--- src/rtl/snake_pkg.sv ---
// snake_pkg: game-status encodings, mine count and grid widths
// shared by the snake game blocks.
package snake_pkg;

  typedef enum logic [1:0] {
    GS_RESTART = 2'b00,
    GS_START   = 2'b01,
    GS_PLAY    = 2'b10,
    GS_DIE     = 2'b11
  } game_status_e;

  typedef enum logic {
    SP_IDLE = 1'b0,
    SP_PICK = 1'b1
  } spawn_state_e;

  localparam int NUM_MINES   = 4;
  localparam int COL_W       = 6;
  localparam int ROW_W       = 6;
  localparam int APPLE_ROW_W = 5;

endpackage

--- src/rtl/mine_lfsr.sv ---
// mine_lfsr: 16-bit Galois LFSR, x^16+x^14+x^13+x^11.
// Ports: clk, rst (sync, loads SEED) in; state_o (current state) out.
module mine_lfsr #(
  parameter logic [15:0] SEED = 16'hACE1
) (
  input  logic        clk,
  input  logic        rst,
  output logic [15:0] state_o
);

  logic [15:0] lfsr_q;
  logic [15:0] lfsr_d;

  always_comb begin
    lfsr_d = {1'b0, lfsr_q[15:1]};
    if (lfsr_q[0]) begin
      lfsr_d = lfsr_d ^ 16'hB400;
    end
  end

  always_ff @(posedge clk) begin
    if (rst) begin
      lfsr_q <= SEED;
    end else begin
      lfsr_q <= lfsr_d;
    end
  end

  assign state_o = lfsr_q;

endmodule

--- src/rtl/mine_scheduler.sv ---
// mine_scheduler: spawns, ages, hit-checks and retires four mines.
// Ports: clk, rst, game_status, tick, head_x/y, apple_x/y in;
// mine_x_0..3, mine_y_0..3, mine_active, mine_hit out.
module mine_scheduler
  import snake_pkg::*;
#(
  parameter int          SPAWN_TICKS = 8,
  parameter int          LIFETIME    = 40,
  parameter logic [15:0] LFSR_SEED   = 16'hACE1,
  parameter int          X_MAX       = 38,
  parameter int          Y_MAX       = 28,
  parameter int          MAX_TRIES   = 16
) (
  input  logic                   clk,
  input  logic                   rst,
  input  logic [1:0]             game_status,
  input  logic                   tick,
  input  logic [COL_W-1:0]       head_x,
  input  logic [ROW_W-1:0]       head_y,
  input  logic [COL_W-1:0]       apple_x,
  input  logic [APPLE_ROW_W-1:0] apple_y,
  output logic [COL_W-1:0]       mine_x_0,
  output logic [COL_W-1:0]       mine_x_1,
  output logic [COL_W-1:0]       mine_x_2,
  output logic [COL_W-1:0]       mine_x_3,
  output logic [ROW_W-1:0]       mine_y_0,
  output logic [ROW_W-1:0]       mine_y_1,
  output logic [ROW_W-1:0]       mine_y_2,
  output logic [ROW_W-1:0]       mine_y_3,
  output logic [NUM_MINES-1:0]   mine_active,
  output logic                   mine_hit
);

  localparam int AGE_W = $clog2(LIFETIME + 1);
  localparam int SPN_W = $clog2(SPAWN_TICKS + 1);
  localparam int TRY_W = $clog2(MAX_TRIES + 1);
  localparam int IDX_W = $clog2(NUM_MINES);

  logic [15:0]          lfsr;
  logic                 lfsr_unused;
  logic [COL_W-1:0]     x_q [NUM_MINES];
  logic [COL_W-1:0]     x_d [NUM_MINES];
  logic [ROW_W-1:0]     y_q [NUM_MINES];
  logic [ROW_W-1:0]     y_d [NUM_MINES];
  logic [AGE_W-1:0]     age_q [NUM_MINES];
  logic [AGE_W-1:0]     age_d [NUM_MINES];
  logic [NUM_MINES-1:0] act_q, act_d;
  logic [SPN_W-1:0]     spn_q, spn_d;
  logic [TRY_W-1:0]     try_q, try_d;
  spawn_state_e         st_q, st_d;
  logic                 hit_q, hit_d;
  logic [COL_W-1:0]     cx;
  logic [ROW_W-1:0]     cy;
  logic                 cand_ok;
  logic                 due;
  logic                 free_ok;
  logic [IDX_W-1:0]     free_idx;

  mine_lfsr #(
    .SEED(LFSR_SEED)
  ) u_lfsr (
    .clk    (clk),
    .rst    (rst),
    .state_o(lfsr)
  );

  assign cx = lfsr[5:0];
  assign cy = {1'b0, lfsr[10:6]};
  assign lfsr_unused = ^lfsr[15:11];

  // Candidate legality is judged against the mines shown this cycle.
  always_comb begin
    cand_ok = (cx != '0) && (cx <= COL_W'(X_MAX))
           && (cy != '0) && (cy <= ROW_W'(Y_MAX));
    if (cx == apple_x && cy == ROW_W'(apple_y)) begin
      cand_ok = 1'b0;
    end
    if (cx == head_x && cy == head_y) begin
      cand_ok = 1'b0;
    end
    for (int n = 0; n < NUM_MINES; n++) begin
      if (act_q[n] && x_q[n] == cx && y_q[n] == cy) begin
        cand_ok = 1'b0;
      end
    end
  end

  always_comb begin
    x_d      = x_q;
    y_d      = y_q;
    age_d    = age_q;
    act_d    = act_q;
    spn_d    = spn_q;
    try_d    = try_q;
    st_d     = st_q;
    hit_d    = 1'b0;
    due      = 1'b0;
    free_ok  = 1'b0;
    free_idx = '0;
    unique case (1'b1)
      game_status == GS_PLAY: begin
        if (tick) begin
          for (int n = 0; n < NUM_MINES; n++) begin
            if (act_q[n]) begin
              if (x_q[n] == head_x && y_q[n] == head_y) begin
                act_d[n] = 1'b0;
                hit_d    = 1'b1;
              end
              age_d[n] = age_q[n] + 1'b1;
              if (age_d[n] == AGE_W'(LIFETIME)) begin
                act_d[n] = 1'b0;
              end
            end
          end
          if (spn_q == SPN_W'(SPAWN_TICKS - 1)) begin
            spn_d = '0;
            due   = 1'b1;
          end else begin
            spn_d = spn_q + 1'b1;
          end
        end
        // Descending scan so the lowest free slot wins.
        for (int n = NUM_MINES - 1; n >= 0; n--) begin
          if (!act_d[n]) begin
            free_ok  = 1'b1;
            free_idx = IDX_W'(n);
          end
        end
        unique case (st_q)
          SP_IDLE: begin
            if (due && free_ok) begin
              st_d  = SP_PICK;
              try_d = '0;
            end
          end
          SP_PICK: begin
            if (cand_ok) begin
              st_d = SP_IDLE;
              if (free_ok) begin
                x_d[free_idx]   = cx;
                y_d[free_idx]   = cy;
                age_d[free_idx] = '0;
                act_d[free_idx] = 1'b1;
              end
            end else if (try_q == TRY_W'(MAX_TRIES - 1)) begin
              st_d = SP_IDLE;
            end else begin
              try_d = try_q + 1'b1;
            end
          end
        endcase
      end
      game_status == GS_DIE: begin
      end
      default: begin
        for (int n = 0; n < NUM_MINES; n++) begin
          x_d[n]   = '0;
          y_d[n]   = '0;
          age_d[n] = '0;
        end
        act_d = '0;
        spn_d = '0;
        try_d = '0;
        st_d  = SP_IDLE;
      end
    endcase
  end

  always_ff @(posedge clk) begin
    if (rst) begin
      for (int n = 0; n < NUM_MINES; n++) begin
        x_q[n]   <= '0;
        y_q[n]   <= '0;
        age_q[n] <= '0;
      end
      act_q <= '0;
      spn_q <= '0;
      try_q <= '0;
      st_q  <= SP_IDLE;
      hit_q <= 1'b0;
    end else begin
      x_q   <= x_d;
      y_q   <= y_d;
      age_q <= age_d;
      act_q <= act_d;
      spn_q <= spn_d;
      try_q <= try_d;
      st_q  <= st_d;
      hit_q <= hit_d;
    end
  end

  assign mine_x_0    = x_q[0];
  assign mine_x_1    = x_q[1];
  assign mine_x_2    = x_q[2];
  assign mine_x_3    = x_q[3];
  assign mine_y_0    = y_q[0];
  assign mine_y_1    = y_q[1];
  assign mine_y_2    = y_q[2];
  assign mine_y_3    = y_q[3];
  assign mine_active = act_q;
  assign mine_hit    = hit_q;

endmodule

--- config.mk ---
export PLATFORM = sky130hd
export DESIGN_NAME = mine_scheduler
export DESIGN_NICKNAME = d
export VERILOG_FILES = /design/src/rtl/snake_pkg.sv /design/src/rtl/mine_lfsr.sv /design/src/rtl/mine_scheduler.sv
export SDC_FILE = /design/constraint.sdc
export NUM_CORES = 1
export LEC_CHECK = 0
export ABC_CLOCK_PERIOD_IN_PS = 3120
export BUFFER_PORTS_ARGS = -buffer_cell sky130_fd_sc_hd__clkbuf_2
export CAP_MARGIN = 20
export CORE_MARGIN = 10
export CORE_UTILIZATION = 38
export DETAILED_ROUTE_END_ITERATION = 8
export GPL_ROUTABILITY_DRIVEN = 0
export GPL_TIMING_DRIVEN = 0
export PLACE_DENSITY_LB_ADDON = 0.08
export SLEW_MARGIN = 20
export SYNTH_ARGS = -nofsm -noshare
export SYNTH_HDL_FRONTEND = slang
export SYNTH_SLANG_ARGS = --single-unit
--- constraint.sdc ---
create_clock -name clk -period 3.12 [get_ports clk]
set_input_delay 0 -clock clk [delete_from_list [all_inputs] [get_ports clk]]
set_output_delay 0 -clock clk [all_outputs]
set_load 0.05 [all_outputs]
==> summary by stage <==
Run status
The flow ran to the end, and the final reports show no timing, DRC or antenna violations.

Route
The detailed router finished its first iteration with 399 violations. The number of iterations in the first detailed-routing pass is 5. The vias after detailed routing is 5445. The post-route DRC violation count is 0.

The number of vias per cell is 5.78. After detailed routing, the average wire length per cell comes to 20.3 um. The wire length reported by the detailed router is 19100 um.

The number of nets still failing antenna checks after routing is 0.

Flow run
The reported max-cap violation count is 0.

Timing
The count of final hold-check violations is 0. For the final database, setup skew stands at 0.0130 ns. Subtracting the final worst setup slack from the clock period gives 2.94 ns.

The setup TNS after final layout is 0 ns. Setup violations remaining at the end of the flow were counted as 0. The share of the cycle needed by the critical path after routing is 94.4%. The worst slew margin relative to its limit is 48.4%. At the pin with the least slew margin, the transition time is 0.765 ns. Setup repair after global routing left no endpoint under its margin. The achievable clock frequency is 0.340 GHz. The count of pins over their slew limit came to 0.

Global route
The number of global-route vias before repair is 5325. Global routing used 18.7% of the available tracks across all layers. The first-pass GRT wire length is 30000 um. Global routing used 4.21% of the available met3 tracks. The global routing met1 resource utilization is 23.0%. The met2 track demand over resource is 31.5%. The initial antenna violation count is 0. Summed over all layers, the global routing overflow is 0.

The busiest layer in global routing is met2. The pin count of the biggest net entering global routing is 19.

Floorplan
The site row count is 44. The floorplan step set the die width to 143 um. The core region is 14600 um^2. In this run the vertical extent of the chip is 143 um.

Once the floorplan was initialized, standard cells occupied 39.2% of the core. The total die area is 20400 um^2. The number of top-level pins is 81.

Setup path
The required time of the critical path is 3.37 ns. Walking the worst path, the cells encountered are clkbuf_1 > buf_2 > xnor2_1 > nand4_1 > nor3_2 > nor3_1 > nand2_2 > buf_2 > buf_6 > o221ai_1 > nand2_1. The kind of start point of the critical path is a flop. STA classifies the critical path endpoint as a flop.

The worst register-to-register path has a setup slack of 0.18 ns. By instance count, the cell type seen most on the critical path is sky130_fd_sc_hd__buf_2. The worst setup path endpoint is age_q[15]$_SDFFE_PP0P_. The startpoint of the worst-slack reg-to-reg timing path is u_lfsr.state_o[0]$_SDFF_PP1_.

The reg-to-reg endpoint is age_q[15]$_SDFFE_PP0P_. On the worst path, the slowest cell contributes a delay of 0.51 ns. The critical path arrival is 3.19 ns. The top fanout value on the critical path is 10. In this run the worst setup path begins at u_lfsr.state_o[0]$_SDFF_PP1_. The worst-case reg-to-reg path depth is 11. The critical path is of the flop to flop type.

The master of the slowest instance on the critical path is sky130_fd_sc_hd__nor3_1.

Worst hold path
The tightest min-delay check is of the primary input to flop type. The cell count of the worst hold path is 2.

Finish
The fill cell total of the finished layout is 1487. The most frequent standard cell in the layout excluding fill and tap cells is sky130_fd_sc_hd__dfxtp_1. The antenna diode instance count is 0. For this run, the post-layout net count is 788. The post-route netlist has 16.1% of its cells at a drive strength greater than 1.

Relative to the synthesized area, the layout overhead comes to 15.5%. After routing the design area is 6630 um^2. In the layout the commonest cells are sky130_fd_sc_hd__dfxtp_1 (99), sky130_fd_sc_hd__nand2_1 (71), sky130_fd_sc_hd__xnor2_1 (70).

Pwr
In this run the static leakage power is 2.44 nW. In this run the power density over the cells is 411 nW/um^2. VDD sags by at most 0.260 mV.

Synthesis
The most instantiated flip-flop cell in the synthesis netlist is sky130_fd_sc_hd__dfxtp_1. Of the synthesized area, sequential elements account for 34.5%. The unique cell type count in the Yosys netlist is 54. The share of flip-flops with an asynchronous set or reset after synthesis is 0%. The number of standard cells after synthesis is 673. In the post-synthesis netlist, the biggest area contributors are sky130_fd_sc_hd__dfxtp_1 (35%), sky130_fd_sc_hd__xnor2_1 (11%), sky130_fd_sc_hd__xor2_1 (7.8%). Yosys mapped a number of flops with a built-in enable equal to 0. In this run the biggest area consumer among cell types represents 34.5% of the synthesized area.

The cell taking the most area after synthesis is sky130_fd_sc_hd__dfxtp_1. The post-synthesis register bit count is 99. The total number of yosys warnings is 0. Each instance of the synthesized netlist takes up on average 8.53 um^2. The cell area that synthesis handed to floorplanning was 5740 um^2.

Clock tree
The insertion delay to the later sink of the worst-skew pair is 0.36 ns. In this run, CTS created clock tree buffers numbering 9. The longest clock path from root to sink contains 2 buffers. Clock-pin slew was measured on the worst setup and hold paths at 0.08 ns. The total number of H-tree levels is 3. The number of clock sinks seen by CTS is 99. CTS placed an instance of sky130_fd_sc_hd__clkbuf_16 at the clock tree root. The TritonCTS clock tree is done.

Placed design
The placed instances occupy a cell area of 6300 um^2. In this run the tool buffered the top-level ports with 63 buffer cells. The final HPWL from detailed placement is 14600 um.
==> synthesized netlist by cell type, types with 9 or more instances <==
library cell / instances
sky130_fd_sc_hd__clkbuf_1: 31
sky130_fd_sc_hd__o211ai_1: 18
sky130_fd_sc_hd__nand4_1: 32
sky130_fd_sc_hd__o21ai_0: 15
sky130_fd_sc_hd__nor4_1: 24
sky130_fd_sc_hd__or3_1: 13
sky130_fd_sc_hd__buf_2: 15
sky130_fd_sc_hd__xnor2_1: 70
sky130_fd_sc_hd__nor2b_1: 13
sky130_fd_sc_hd__xor2_1: 51
sky130_fd_sc_hd__and2_1: 9
sky130_fd_sc_hd__a32o_1: 20
sky130_fd_sc_hd__inv_1: 10
sky130_fd_sc_hd__a21oi_1: 22
sky130_fd_sc_hd__dfxtp_1: 99
sky130_fd_sc_hd__nand2_1: 71
sky130_fd_sc_hd__nor3_1: 16
sky130_fd_sc_hd__nand3_1: 18
sky130_fd_sc_hd__a22o_1: 11
sky130_fd_sc_hd__nor2_1: 22
==> flip-flops by register name, summed over array words and instances (netlist names) <==
name,count
age_q,24
mine_active,4
mine_hit,1
mine_x_0,6
mine_x_1,6
mine_x_2,6
mine_x_3,6
mine_y_0,5
mine_y_1,5
mine_y_2,5
mine_y_3,5
spn_q,4
st_q,1
try_q,5
u_lfsr.state_o,16
==> where the power goes <==
part	internal [mW]	switching (mW)	total [mW]	leakage, nW
logic	0.103	0.201	0.303	1.50
clock network	0.581	0.559	1.14	0.142
registers	1.28	0.00672	1.28	0.802
total	1.96	0.766	2.73	2.44
==> worst min-delay path by stage <==
stage | startpoint | endpoint
final | rst | u_lfsr.state_o[3]$_SDFF_PP0_
after global routing | rst | u_lfsr.state_o[3]$_SDFF_PP0_
after CTS | rst | u_lfsr.state_o[4]$_SDFF_PP0_
after detailed placement | game_status[1] | mine_x_3[5]$_SDFFE_PP0P_
after global placement | game_status[1] | mine_x_3[5]$_SDFFE_PP0P_
after floorplan | rst | u_lfsr.state_o[2]$_SDFF_PP0_
==> metal layers <==
metal | vias up | wire (um)
li1 | 2600 | -
met1 | 2631 | 8300
met4 | 0 | 356
met3 | 30 | 1080
met2 | 184 | 9380
met5 | - | 0
==> what timing repair did <==
item,CTS,global route
gates resized for setup,0,5
setup buffers,0,3
hold buffers,1,0
endpoints found under the hold margin,1,0
setup endpoints to repair,0,32
==> worst max-delay path, delay by kind of cell, from the launching register on <==
kind	cells	cell delay [ns]
AO/OA/AOI/OAI	1	0.20
XOR/XNOR	1	0.12
flip-flops	1	0.31
AND/OR/NAND/NOR	5	1.08
buffers and inverters	4	1.10
==> layout make-up <==
cell class                      instances  area [um^2]  share of cell area (%)
Buffer                                 53          244                    3.68
Clock buffer                           10          239                    3.60
Clock inverter                          6         53.8                   0.811
Inverter                               11         41.3                   0.623
Multi-Input combinational cell        512         3490                    52.7
Sequential cell                        99         1980                    29.9
Tap cell                              184          230                    3.47
Timing Repair Buffer                   67          348                    5.24
==> metrics by stage <==
step | cells | utilization [%] | hold WS (ns) | setup WS (ns) | total power [mW]
after CTS | 940 | 45.1 | 0.0155 | 0.0125 | 2.75
final | 942 | 45.3 | 0.0174 | 0.176 | 2.73
after floorplan | 676 | - | 0.104 | 0.482 | 1.53
after global placement | 923 | 43.0 | 0.349 | 0.0901 | 1.61
after global routing | 942 | 45.3 | 0.0610 | 0.0265 | 2.82
after detailed placement | 923 | 43.0 | 0.359 | 0.0459 | 1.62
==> kinds of logic after synthesis <==
logic type | share of synthesized area, %
buffers and inverters | 5.03
muxes | 1.07
DFF | 34.5
and+or+nand+nor | 23.0
adders and majority gates | 1.52
other | 0.0653
xor gates and xnor gates | 18.5
AOI/OAI and AO/OA | 16.4
Note: power is estimated with default switching activity, not from simulation.
